**config.mk**
```make
export PLATFORM = sky130hd
export DESIGN_NAME = ks_multiword_add_seq
export DESIGN_NICKNAME = d
export VERILOG_FILES = /design/src/rtl/ks_multiword_add_seq.sv
export SDC_FILE = /design/constraint.sdc
export NUM_CORES = 1
export LEC_CHECK = 0
export CAP_MARGIN = 20
export CORE_ASPECT_RATIO = 0.75
export CORE_UTILIZATION = 40
export DETAILED_ROUTE_END_ITERATION = 16
export PLACE_DENSITY = 0.73
export SETUP_SLACK_MARGIN = 0.15
export SLEW_MARGIN = 20
export SYNTH_ARGS = -nofsm -noshare
export SYNTH_HDL_FRONTEND = slang
export SYNTH_SLANG_ARGS = --single-unit
```
**constraint.sdc**
```tcl
create_clock -name clk -period 5.3 [get_ports clk]
set_clock_uncertainty 0.15 [all_clocks]
set_input_delay 1.06 -clock clk [delete_from_list [all_inputs] [get_ports clk]]
set_output_delay 1.06 -clock clk [all_outputs]
set_load 0.02 [all_outputs]
```
**src/rtl/ks_multiword_add_seq.sv**
```systemverilog
// ks_multiword_add_seq: multi-precision add sequencer for a DW-bit adder.
// It slices the wide operands into DW-bit words, least significant word first,
// and issues each word pair with the chained carry to an external adder. It
// collects each word's sum, rebuilds the wide result and pulses done once.
module ks_multiword_add_seq #(
  parameter int DW      = 4,
  parameter int NWORDS  = 4,
  parameter int ADD_LAT = 1
) (
  input  logic                   clk,
  input  logic                   rst,
  input  logic                   start,
  input  logic [DW*NWORDS-1:0]   op_a,
  input  logic [DW*NWORDS-1:0]   op_b,
  input  logic                   op_cin,
  output logic                   busy,
  output logic                   done,
  output logic [DW*NWORDS-1:0]   result,
  output logic                   result_cout,
  output logic [DW-1:0]          add_a,
  output logic [DW-1:0]          add_b,
  output logic                   add_cin,
  input  logic [DW-1:0]          add_sum,
  input  logic                   add_cout
);

  localparam int W  = DW * NWORDS;
  localparam int IW = (NWORDS > 1) ? $clog2(NWORDS) : 1;
  localparam int CW = (ADD_LAT > 0) ? $clog2(ADD_LAT + 1) : 1;

  typedef enum logic [1:0] {
    S_IDLE,
    S_RUN,
    S_DONE
  } state_e;

  state_e          state_q;
  logic [W-1:0]    op_a_q, op_b_q;
  logic [W-1:0]    words_q;
  logic [W-1:0]    result_q;
  logic            result_cout_q;
  logic [IW-1:0]   idx_q;
  logic [CW-1:0]   cnt_q;
  logic [DW-1:0]   add_a_q, add_b_q;
  logic            add_cin_q;
  logic            busy_q, done_q;

  logic            capture;
  logic            last_word;
  logic [IW-1:0]   idx_nxt;
  logic [W-1:0]    final_words;

  // Window/word bookkeeping and the full result as it will look after the final capture.
  always_comb begin
    // NOTE: every signal gets a default first so no path leaves it unassigned (no latch).
    final_words = words_q;
    final_words[(NWORDS-1)*DW +: DW] = add_sum;
    capture   = (cnt_q == CW'(ADD_LAT));
    last_word = (idx_q == IW'(NWORDS - 1));
    idx_nxt   = idx_q + 1'b1;
  end

  // Sequencer FSM: issue a word, wait out the adder latency, capture, chain the carry.
  // add_cin_q doubles as the chained carry register: it always holds the carry
  // belonging to the word currently in flight.
  always_ff @(posedge clk or negedge rst) begin
    if (!rst) begin
      // NOTE: the partial-sum word store is reset with everything else; it is a few
      // flops, not a RAM, and clearing it keeps an aborted run from leaking stale words.
      state_q       <= S_IDLE;
      op_a_q        <= '0;
      op_b_q        <= '0;
      words_q       <= '0;
      result_q      <= '0;
      result_cout_q <= 1'b0;
      idx_q         <= '0;
      cnt_q         <= '0;
      add_a_q       <= '0;
      add_b_q       <= '0;
      add_cin_q     <= 1'b0;
      busy_q        <= 1'b0;
      done_q        <= 1'b0;
    end else begin
      // NOTE: non-blocking assignments throughout, so every register sees pre-edge values.
      done_q <= 1'b0;
      case (state_q)
        S_IDLE: begin
          if (start) begin
            op_a_q    <= op_a;
            op_b_q    <= op_b;
            idx_q     <= '0;
            cnt_q     <= '0;
            add_a_q   <= op_a[DW-1:0];
            add_b_q   <= op_b[DW-1:0];
            add_cin_q <= op_cin;
            busy_q    <= 1'b1;
            state_q   <= S_RUN;
          end
        end
        S_RUN: begin
          if (!capture) begin
            cnt_q <= cnt_q + 1'b1;
          end else begin
            cnt_q <= '0;
            words_q[idx_q*DW +: DW] <= add_sum;
            if (last_word) begin
              result_q      <= final_words;
              result_cout_q <= add_cout;
              done_q        <= 1'b1;
              state_q       <= S_DONE;
            end else begin
              // Next word goes out on the same edge, so there is no dead cycle.
              idx_q     <= idx_nxt;
              add_a_q   <= op_a_q[idx_nxt*DW +: DW];
              add_b_q   <= op_b_q[idx_nxt*DW +: DW];
              add_cin_q <= add_cout;
            end
          end
        end
        S_DONE: begin
          busy_q  <= 1'b0;
          state_q <= S_IDLE;
        end
        default: begin
          busy_q  <= 1'b0;
          state_q <= S_IDLE;
        end
      endcase
    end
  end

  assign busy        = busy_q;
  assign done        = done_q;
  assign result      = result_q;
  assign result_cout = result_cout_q;
  assign add_a       = add_a_q;
  assign add_b       = add_b_q;
  assign add_cin     = add_cin_q;

endmodule

```
### After elaboration in Yosys (flattened, before gate mapping)

Cells that the tools add are included.
Widths: inputs -> output; s select.

* bits in read-only memories: 0
* memories: 0
* output and inout port bits: 28
* bits in writable memories: 0
* latch bits: 0
* register bits: 81
* input port bits: 41

* multipliers: 0
* add/subtract/negate cells: 3
* multiplexer cells: 29
* equality and inequality tests: 6
* reductions and logical operators: 9
* bitwise gates (word level): 1
* $lt $le $gt $ge: 0
* shift operators: 4
* div/mod/pow operators: 0

Operators with widths (number)
* $neg 4->34: 1
* $shift 4x34->16 const A: 1
* $shiftx 4x34->16: 1
* $shiftx 16x5->4: 2
* $mux 4: 6
* $bwmux 16: 1
* $pmux 4 s2: 2
* $mux 2: 6
* $mux 1: 9
* $ne 2x2->1 const B: 4
* $pmux 2 s2: 2
* $reduce_and 2->1: 4
* $pmux 1 s2: 3
* $reduce_and 3->1: 2
* $reduce_and 4->1: 1
* $add 2x1->2 const B: 1
* $eq 2x1->1 const B: 1
* $eq 2x2->1 const B: 1
* $logic_not 2->1: 1
* $reduce_bool 2->1: 1
* $add 1x1->1 const B: 1
* $not 1->1: 1

### Logic depth before layout (Yosys ltp)

Gate-level depths: netlist of run 1.

* depth after elaboration: 5
* gate-level depth with buffers: 7

### Least setup slack after synthesis of run 1

No wires, ideal clock.

* kind: in2reg
* start: input port start
* end: register add_a_q[0], in the netlist add_a[0]
* stages on the path: 5
* arrival: 1.994 ns
* setup slack: 3.061 ns
* required time: 5.055 ns
* library setup time: 0.095 ns
* buffers on the path: 2
* cells stage by stage: or3b_1 > buf_6 > and2_4 > buf_6 > o31ai_1

* word-level cells in the longest chain between the ends: 2

RTL lines
* start: declaration: line 12 `input logic start,`
* $ne 2x2->1 (no line)
* $reduce_and 4->1 (no line)
* end signal: assignment: line 93 `add_a_q <= op_a[DW-1:0];`
* end signal: assignment: line 114 `add_a_q <= op_a_q[idx_nxt*DW +: DW];`
* end: declaration: line 44 `logic [DW-1:0] add_a_q, add_b_q;`

No other way between the ends.
A chain may end at the register's enable or synchronous reset.

### Worst setup path after layout of run 1

* start: register idx_q[0]
* end: register add_b_q[3], in the netlist add_b[3]

* word-level cells in the longest chain between the ends: 5
* elaborated cells between the ends (all ways): 8
* classes of those cells: 1 x add/sub; 2 x eq/ne; 1 x shift; 3 x mux; 1 x reduce/logical

RTL lines
* start: declaration: line 42 `logic [IW-1:0] idx_q;`
* start signal: assignment: line 113 `idx_q <= idx_nxt;`
* $add 2x1->2: line 60 `idx_nxt = idx_q + 1'b1;`
* $shiftx 16x5->4: line 115 `add_b_q <= op_b_q[idx_nxt*DW +: DW];`
* $mux 4: line 106 `if (last_word) begin`
* $mux 4: line 101 `if (!capture) begin`
* $pmux 4 s2: line 86 `case (state_q)`
* end signal: assignment: line 94 `add_b_q <= op_b[DW-1:0];`
* end signal: assignment: line 115
* end: declaration: line 44

Several ways; a longest one is shown, not always the timed one. The select of a mux whose other input is x is not followed.

==> results.yml, run 1 <==
run_status:
  status: "completed"
clock_tree:
  cts_resized: 0
  numCtsBuffers: 9
  root_buffer: "clkbuf_8"
  clock_path_buffers: 2
  tritoncts: "done"
  clkTransAtPathRegs_ns: 0.08
  cts-htree-levels: 3
  cts_sinks: 77
  worstSkewPairLatency_ns: 0.35
  ctsHoldBuffers: 0
  post_cts_buffers: 0
sta:
  fmax_ghz: 0.336
  fin_crit_sh: 0.561
  hold_ws_ns: 0.321
  slew_headroom: 0.307
  setup_ws_ns: 2.33
  finalSetupViolCount: 0
  rsz0062_at_grt: "no"
  drv_slew: 0
  period_needed_ns: 2.97
  max_slew.worst_pin.slew_ns: 1.04
  hold_violations: 0
  finalSetupTns_ns: 0
finish:
  final_util: 0.538
  finalNonFillerCells: 488
  area_growth_pct: 29.2
  fillers: 718
  fin_area_um2: 4290
  n_antenna_cell: 0
  seq_area_um2: 1930
  fin_nets: 424
  drive_gt1_frac: 0.125
  multi_input_comb_area_um2: 1280
yosys:
  synthArstFlopShare: 1.00
  synthAdderAreaFrac: 0.0188
  yosys_warnings: 0
  syn_inst: 316
  synth_compound_area_frac: 0.0888
  synth_xor_area_frac: 0
  ys_seq_area_frac: 0.580
  yosys_register_bits: 77
  ys.flop_type: "dfrtp_1"
  yosys.area_share.simple: 0.189
  synth_area_per_cell_um2: 10.5
  synth_nets: 362
  synth-edff-count: 0
  ys_types: 28
  synth_top_family_by_area: "simple AND/OR/NAND/NOR gates"
  synth_area_um2: 3320
  synth_mux_area_frac: 0.0877
route:
  ant_nets: 0
  wire_per_inst_um: 14.9
  drc: 0
  routed_wl_um: 7270
  dr_total_vias: 2470
  drt_iter0_drc: 121
  via_per_inst: 5.06
  dr.pass1.iters: 5
die:
  coreArea_um2: 7990
  die_x_um: 107
  die-area_um2: 8680
  die_y_um: 81.0
  floorplan.initialDensity: 0.416
  io_pins: 69
  num_rows: 28
grt:
  grt_pass1_wl_um: 12100
  antenna_found_initial: 0
  overflow: 0
  grt.total_usage: 0.185
  grt_max_degree: 78
  grt_pass1_vias: 2426
worst_setup_path:
  crit_fanout: 31
  cp.arrival_ns: 3.05
  start_kind: "flop"
  endpoint_kind: "flop"
  critical_path.top_delay_family: "flip-flops"
  crit_chain: "inv_1 -> ha_1 -> or3b_2 -> a211oi_1 -> o31ai_1"
  critPathKind: "reg -> reg"
  cpMaxStageDelayCell: "dfrtp_1"
  required_ns: 5.38
  cp.buffers_inverters: 1
  max_stage_delay_ns: 1.03
power:
  swShare: 0.360
  max-vdd-ir-drop_mv: 0.229
  combPwrFrac: 0.375
  power_leakage_nw: 2.00
  intPower_mw: 1.58
  power_mw: 2.47
  p_per_area_nw_per_um2: 575
  p_clk_frac: 0.213
  switchingPower_mw: 0.889
  seqPwrFrac: 0.412
worst_hold_path:
  hold_class: "reg -> reg"
placement:
  portBuffers: 68
  place.gp.congestion: 0.762
  dp_cells: 472
  pre_cts_slack_ns: 2.30
  dp_hpwl_um: 4830
  postPlaceCellArea_um2: 4060
job:
  cap_viol_max_count: 0
[flip-flops by register name, summed over array words and instances (netlist names)]
signal	count
op_a_q	16
busy	1
result_cout	1
done	1
words_q	12
capture	1
op_b_q	16
state_q	2
idx_q	2
add_a	4
add_cin	1
add_b	4
result	16
[cell families (layout without fill, tap and decap cells)]
kind of cell	Yosys count	in the layout
fa+ha+maj	5	5
buf+inv	25	92
mux	26	26
flops	77	77
compound gates	43	43
simple gates	140	140
[per-layer routing]
layer	share of wire	wire length (um)	track usage	vias up
met3	0.074	538	0.0658	13
met2	0.44	3170	0.275	85
met1	0.48	3470	0.249	1181
met4	0.013	95	0.0671	0
met5	0	0	0	-
li1	-	-	-	1191
[Yosys cell counts, drive strengths merged (2+ instances only)]
library cell | instances | area, um2
nand2 | 104 | 390
dfrtp | 77 | 1930
mux2 | 25 | 282
clkbuf | 13 | 48.8
nand3 | 12 | 65.1
o21ai | 11 | 55.1
a211oi | 8 | 60.1
a22o | 8 | 70.1
nor2b | 8 | 50.1
o22ai | 8 | 50.1
o31ai | 8 | 60.1
buf | 6 | 48.8
inv | 6 | 22.5
ha | 5 | 62.6
nand4b | 3 | 26.3
nand2b | 2 | 12.5
nor3b | 2 | 15.0
nor4 | 2 | 12.5
or3b | 2 | 17.5
[layout by cell type, fill, tap and decap left out]
cell / n
or3b_2: 1
clkdlybuf4s50_1: 67
nand3_1: 11
o21ai_0: 11
dfrtp_1: 77
nor2_1: 1
inv_1: 6
clkbuf_8: 9
nand3b_1: 1
nand2_1: 104
clkinv_4: 1
nor3b_2: 1
a211oi_1: 8
nor4_1: 2
nand2b_1: 2
buf_4: 3
nand4b_1: 3
nor3b_1: 1
bufinv_16: 3
and2b_1: 1
nand4bb_1: 1
o31ai_1: 8
ha_1: 5
clkinv_2: 3
nand3_2: 1
o22ai_1: 8
mux2_2: 25
mux2i_1: 1
or3b_1: 1
and2_4: 1
nor2b_1: 8
a22o_1: 8
[power groups by stage]
stage	sequential [mW]	clock [mW]	combinational (mW)
2_1_floorplan	1.03	0	0.588
3_3_place_gp	1.02	0	0.900
3_5_place_dp	1.03	0	0.926
4_1_cts	1.02	0.535	0.935
5_1_grt	1.05	0.560	1.03
6_report	1.02	0.525	0.926
[worst paths after layout]
kind | depth (start not counted) | start | slack (ns) | to
min in group asynchronous | 1 | rst | 0.69 | result[12]$_DFFE_PN0P_
min | 2 | op_b_q[5]$_DFFE_PN0P_ | 0.32 | op_b_q[5]$_DFFE_PN0P_
max in group asynchronous | 1 | rst | 3.70 | op_a_q[2]$_DFFE_PN0P_
max | 5 | idx_q[0]$_DFFE_PN0P_ | 2.33 | add_b[3]$_DFFE_PN0P_
max reg2reg | 5 | idx_q[0]$_DFFE_PN0P_ | 2.33 | add_b[3]$_DFFE_PN0P_
min reg2reg | 2 | op_b_q[5]$_DFFE_PN0P_ | 0.32 | op_b_q[5]$_DFFE_PN0P_
[worst register-to-register path: stages, from the launching register on]
cell      delay (ns)
dfrtp_1         1.03
inv_1           0.24
ha_1            0.42
or3b_2          0.61
a211oi_1        0.28
o31ai_1         0.12
[cell type report]
cell class	count	area share
clock buffers	9	0.0288
flip-flops and latches	77	0.449
multi-input cells	214	0.299
inverters	6	0.00524
repair buffers	70	0.161
well taps	105	0.0306
clock inverters	7	0.0265
(Power assumes the default switching activity.)
==> run 2, diff against run 1 <==
clock period = 2.95 ns   (was 5.3 ns; I/O delays follow)
==> results.yml, run 2 (synthesized netlist as in run 1, its figures left out) <==
clock_tree:
  numCtsBuffers: 9
  clock_path_buffers: 2
  clkTransAtPathRegs_ns: 0.08
  cts_resized: 0
  cts_sinks: 77
  cts-htree-levels: 3
  tritoncts: "done"
  ctsHoldBuffers: 0
  post_cts_buffers: 0
  root_buffer: "clkbuf_8"
  worstSkewPairLatency_ns: 0.34
worst_hold_path:
  hold_class: "in -> async"
worst_setup_path:
  cp.arrival_ns: 2.21
  r2r_cells: 5
  required_ns: 3.02
  crit_fanout: 8
  r2r-start: "idx_q[1]$_DFFE_PN0P_"
  reg2reg_slack_ns: 0.81
  rr_endpoint: "add_a[3]$_DFFE_PN0P_"
  start_kind: "flop"
  endpoint_kind: "flop"
  critPathKind: "reg -> reg"
route:
  dr_total_vias: 2409
  ant_nets: 0
  drc: 0
  via_per_inst: 4.92
  dr.pass1.iters: 4
  routed_wl_um: 7260
  wire_per_inst_um: 14.8
  drt_iter0_drc: 139
die:
  num_rows: 28
  floorplan.initialDensity: 0.416
  die_y_um: 81.0
  io_pins: 69
  die-area_um2: 8680
  die_x_um: 107
  coreArea_um2: 7990
placement:
  place.gp.congestion: 0.726
  dp_hpwl_um: 4930
  pre_cts_slack_ns: 0.767
  portBuffers: 68
sta:
  finalSetupTns_ns: 0
  max_slew.worst_pin.slew_ns: 0.945
  fin_crit_sh: 0.726
  slew_headroom: 0.370
  setup_ws_ns: 0.809
  drv_slew: 0
  hold_violations: 0
  finalSetupViolCount: 0
  rsz0062_at_grt: "no"
  fmax_ghz: 0.467
  period_needed_ns: 2.14
finish:
  n_antenna_cell: 0
  drive_gt1_frac: 0.130
  layout_commonest_cell: "nand2_1"
  mostFrequentLayoutCells: "104 x nand2_1, 77 x dfrtp_1, 67 x clkdlybuf4s50_1"
  fin_nets: 427
  area_growth_pct: 28.3
job:
  cap_viol_max_count: 0
power:
  power_leakage_nw: 1.99
  max-vdd-ir-drop_mv: 0.411
  p_per_area_nw_per_um2: 998
grt:
  grt_max_degree: 78
  grt_pass1_vias: 2510
  overflow: 0
  grt_pass1_wl_um: 12400
  grt.total_usage: 0.189
  antenna_found_initial: 0
run_status:
  status: "completed"
[run 2: cell count changes in the layout (fill, tap and decap cells not counted), sizes merged]
| cell | previous run | this run |
|---|---|---|
| buf | 3 | 6 |
| bufinv | 3 | 0 |
| clkbuf | 9 | 12 |
| clkinv | 4 | 1 |
| clkinvlp | 0 | 2 |
[run 2: layout make-up]
cell class / instances / area [um2]
fillers: 704 / 3720
flip-flops and latches: 77 / 1930
multi-input cells: 214 / 1280
repair buffers: 73 / 716
clock buffers: 12 / 165
well taps: 105 / 131
inverters: 6 / 22.5
clock inverters: 3 / 20.0
[run 2: how the worst max path moves through the flow]
stage / from / endpoint
global placement: start / idx_q[0]$_DFFE_PN0P_
floorplan: idx_q[0]$_DFFE_PN0P_ / add_a[0]$_DFFE_PN0P_
detailed placement: start / add_b[0]$_DFFE_PN0P_
CTS: state_q[0]$_DFFE_PN0P_ / result[3]$_DFFE_PN0P_
global route: state_q[0]$_DFFE_PN0P_ / words_q[9]$_DFFE_PN0P_
finish: idx_q[1]$_DFFE_PN0P_ / add_a[3]$_DFFE_PN0P_
[run 2: report_power, final]
group	leakage [nW]	internal (mW)	switching (mW)	total [mW]
combinational	0.924	0.814	0.936	1.75
sequential	0.972	1.49	0.282	1.77
clock	0.0905	0.368	0.368	0.737
[run 2: worst max-delay path, cell delays in order (launching register included)]
cell	delay [ns]
dfrtp_1	0.41
inv_1	0.10
ha_1	0.35
or3b_2	0.62
a211oi_1	0.29
o31ai_1	0.10
[run 2: per-layer routing]
layer | up-vias | track usage | routed length [um]
li1 | 1199 | - | -
met1 | 1126 | 0.267 | 3580
met2 | 80 | 0.276 | 3190
met3 | 4 | 0.0530 | 450
met4 | 0 | 0.0699 | 41
met5 | - | 0 | 0
[run 2: through the flow]
stage               instances  total power, mW  cell area, um2  hold slack [ns]  utilization
floorplan                 316             2.91            3320            0.144            -
global placement          475             3.47            4080            0.306        0.511
detailed placement        475             3.55            4080            0.309        0.511
CTS                       490             4.29            4260            0.271        0.534
global route              490             4.58            4260            0.318        0.534
finish                    490             4.26            4260            0.251        0.534
==> run 3, diff against run 2 <==
PLACE_DENSITY = 0.75   (was 0.73)
clock period = 1.7 ns   (was 2.95 ns; I/O delays follow)
==> results.yml, run 3 (synthesized netlist as in run 1, its figures left out) <==
placement:
  dp_hpwl_um: 5040
  place.gp.congestion: 0.778
  portBuffers: 68
power:
  p_per_area_nw_per_um2: 1770
  power_mw: 8.42
  max-vdd-ir-drop_mv: 0.892
  power_leakage_nw: 2.25
sta:
  drv_slew: 0
  setup_ws_ns: -0.0373
  rsz0062_at_grt: "yes"
  hold_ws_ns: 0.305
  max_slew.worst_pin.slew_ns: 0.372
  hold_violations: 0
  slew_headroom: 0.752
  finalSetupViolCount: 13
  fin_crit_sh: 1.02
  period_needed_ns: 1.74
  fmax_ghz: 0.576
run_status:
  status: "finished with violations"
  violations: "negative setup slack"
worst_setup_path:
  reg2reg_slack_ns: -0.04
  required_ns: 1.78
  r2r_cells: 5
  endpoint_kind: "flop"
  worstSetupEndpoint: "result[0]$_DFFE_PN0P_"
  cp.arrival_ns: 1.81
  r2r-start: "idx_q[1]$_DFFE_PN0P_"
  crit_fanout: 9
  start_kind: "flop"
  critPathKind: "reg -> reg"
  rr_endpoint: "result[0]$_DFFE_PN0P_"
  startpoint: "idx_q[1]$_DFFE_PN0P_"
die:
  io_pins: 69
  die_y_um: 81.0
  coreArea_um2: 7990
  num_rows: 28
  die-area_um2: 8680
  floorplan.initialDensity: 0.416
  die_x_um: 107
finish:
  area_growth_pct: 43.5
  final_util: 0.597
  mostFrequentLayoutCells: "103 x nand2_1, 74 x dfrtp_1, 39 x clkdlybuf4s50_1"
  n_antenna_cell: 0
  fin_nets: 455
  drive_gt1_frac: 0.271
  layout_commonest_cell: "nand2_1"
worst_hold_path:
  hold_class: "in -> async"
route:
  drc: 0
  ant_nets: 0
  dr.pass1.iters: 4
  dr_total_vias: 2617
  via_per_inst: 5.04
  drt_iter0_drc: 89
  routed_wl_um: 7890
  wire_per_inst_um: 15.2
grt:
  grt_pass1_vias: 2622
  overflow: 0
  antenna_found_initial: 0
  grt.total_usage: 0.189
  grt_pass1_wl_um: 12600
  grt_max_degree: 45
clock_tree:
  numCtsBuffers: 9
  clock_path_buffers: 2
  cts-htree-levels: 3
  tritoncts: "done"
  cts_sinks: 77
  worstSkewPairLatency_ns: 0.34
  root_buffer: "clkbuf_8"
  clkTransAtPathRegs_ns: 0.08
job:
  cap_viol_max_count: 0
[run 3: routing by layer]
metal	vias to the layer above	global-route usage	routed length, um
met1	1278	0.243	3530
met3	11	0.0417	369
met2	75	0.317	3910
li1	1253	-	-
met5	-	0	0
met4	0	0.0699	90
[run 3: final cells by class]
class	instances	area, um2
Clock buffer	13	159
Sequential cell	77	1930
Fill cell	697	3220
Tap cell	105	131
Inverter	6	25.0
Timing Repair Buffer	100	1020
Multi-Input combinational cell	215	1440
Clock inverter	3	67.6
[run 3: how the worst min path moves through the flow]
stage | slack [ns] | to | startpoint | cells after the start
6_report | 0.30 | words_q[9]$_DFFE_PN0P_ | rst | 2
4_1_cts | 0.31 | words_q[9]$_DFFE_PN0P_ | rst | 2
5_1_grt | 0.33 | words_q[9]$_DFFE_PN0P_ | rst | 2
2_1_floorplan | -0.11 | add_a[0]$_DFFE_PN0P_ | rst | 0
3_5_place_dp | 0.13 | words_q[9]$_DFFE_PN0P_ | rst | 1
3_3_place_gp | 0.13 | words_q[9]$_DFFE_PN0P_ | rst | 1
[run 3: through the flow]
stage          worst slack (ns)  cell area [um2]  TNS (ns)  instances
2_1_floorplan            -0.124             3410     -1.41        316
3_3_place_gp             -0.211             4310     -6.85        491
3_5_place_dp             -0.292             4310     -7.59        491
4_1_cts                 -0.0360             4680    -0.330        511
5_1_grt                 -0.0830             4770     -1.11        519
6_report                -0.0373             4770    -0.306        519
[run 3: what timing repair did]
action | 4_1_cts | 5_1_grt
buffers inserted | 1 | 7
gates cloned | 2 | 1
endpoints found under the hold margin | 24 | 0
resized for setup | 69 | 27
hold buffers | 1 | 0
pin swaps | 6 | 7
endpoints found under the setup margin | 100 | 88
[run 3: power breakdown]
group / total [mW] / internal, mW / switching [mW]
clock network: 1.56 / 0.909 / 0.647
logic: 3.79 / 1.83 / 1.96
registers: 3.08 / 2.59 / 0.490
total: 8.42 / 5.33 / 3.09
[run 3: worst max-delay path: stages, from the launching register on]
cell,delay [ns]
dfrtp_1,0.38
buf_4,0.14
ha_1,0.23
nand3_4,0.12
bufbuf_16,0.28
mux2_2,0.32
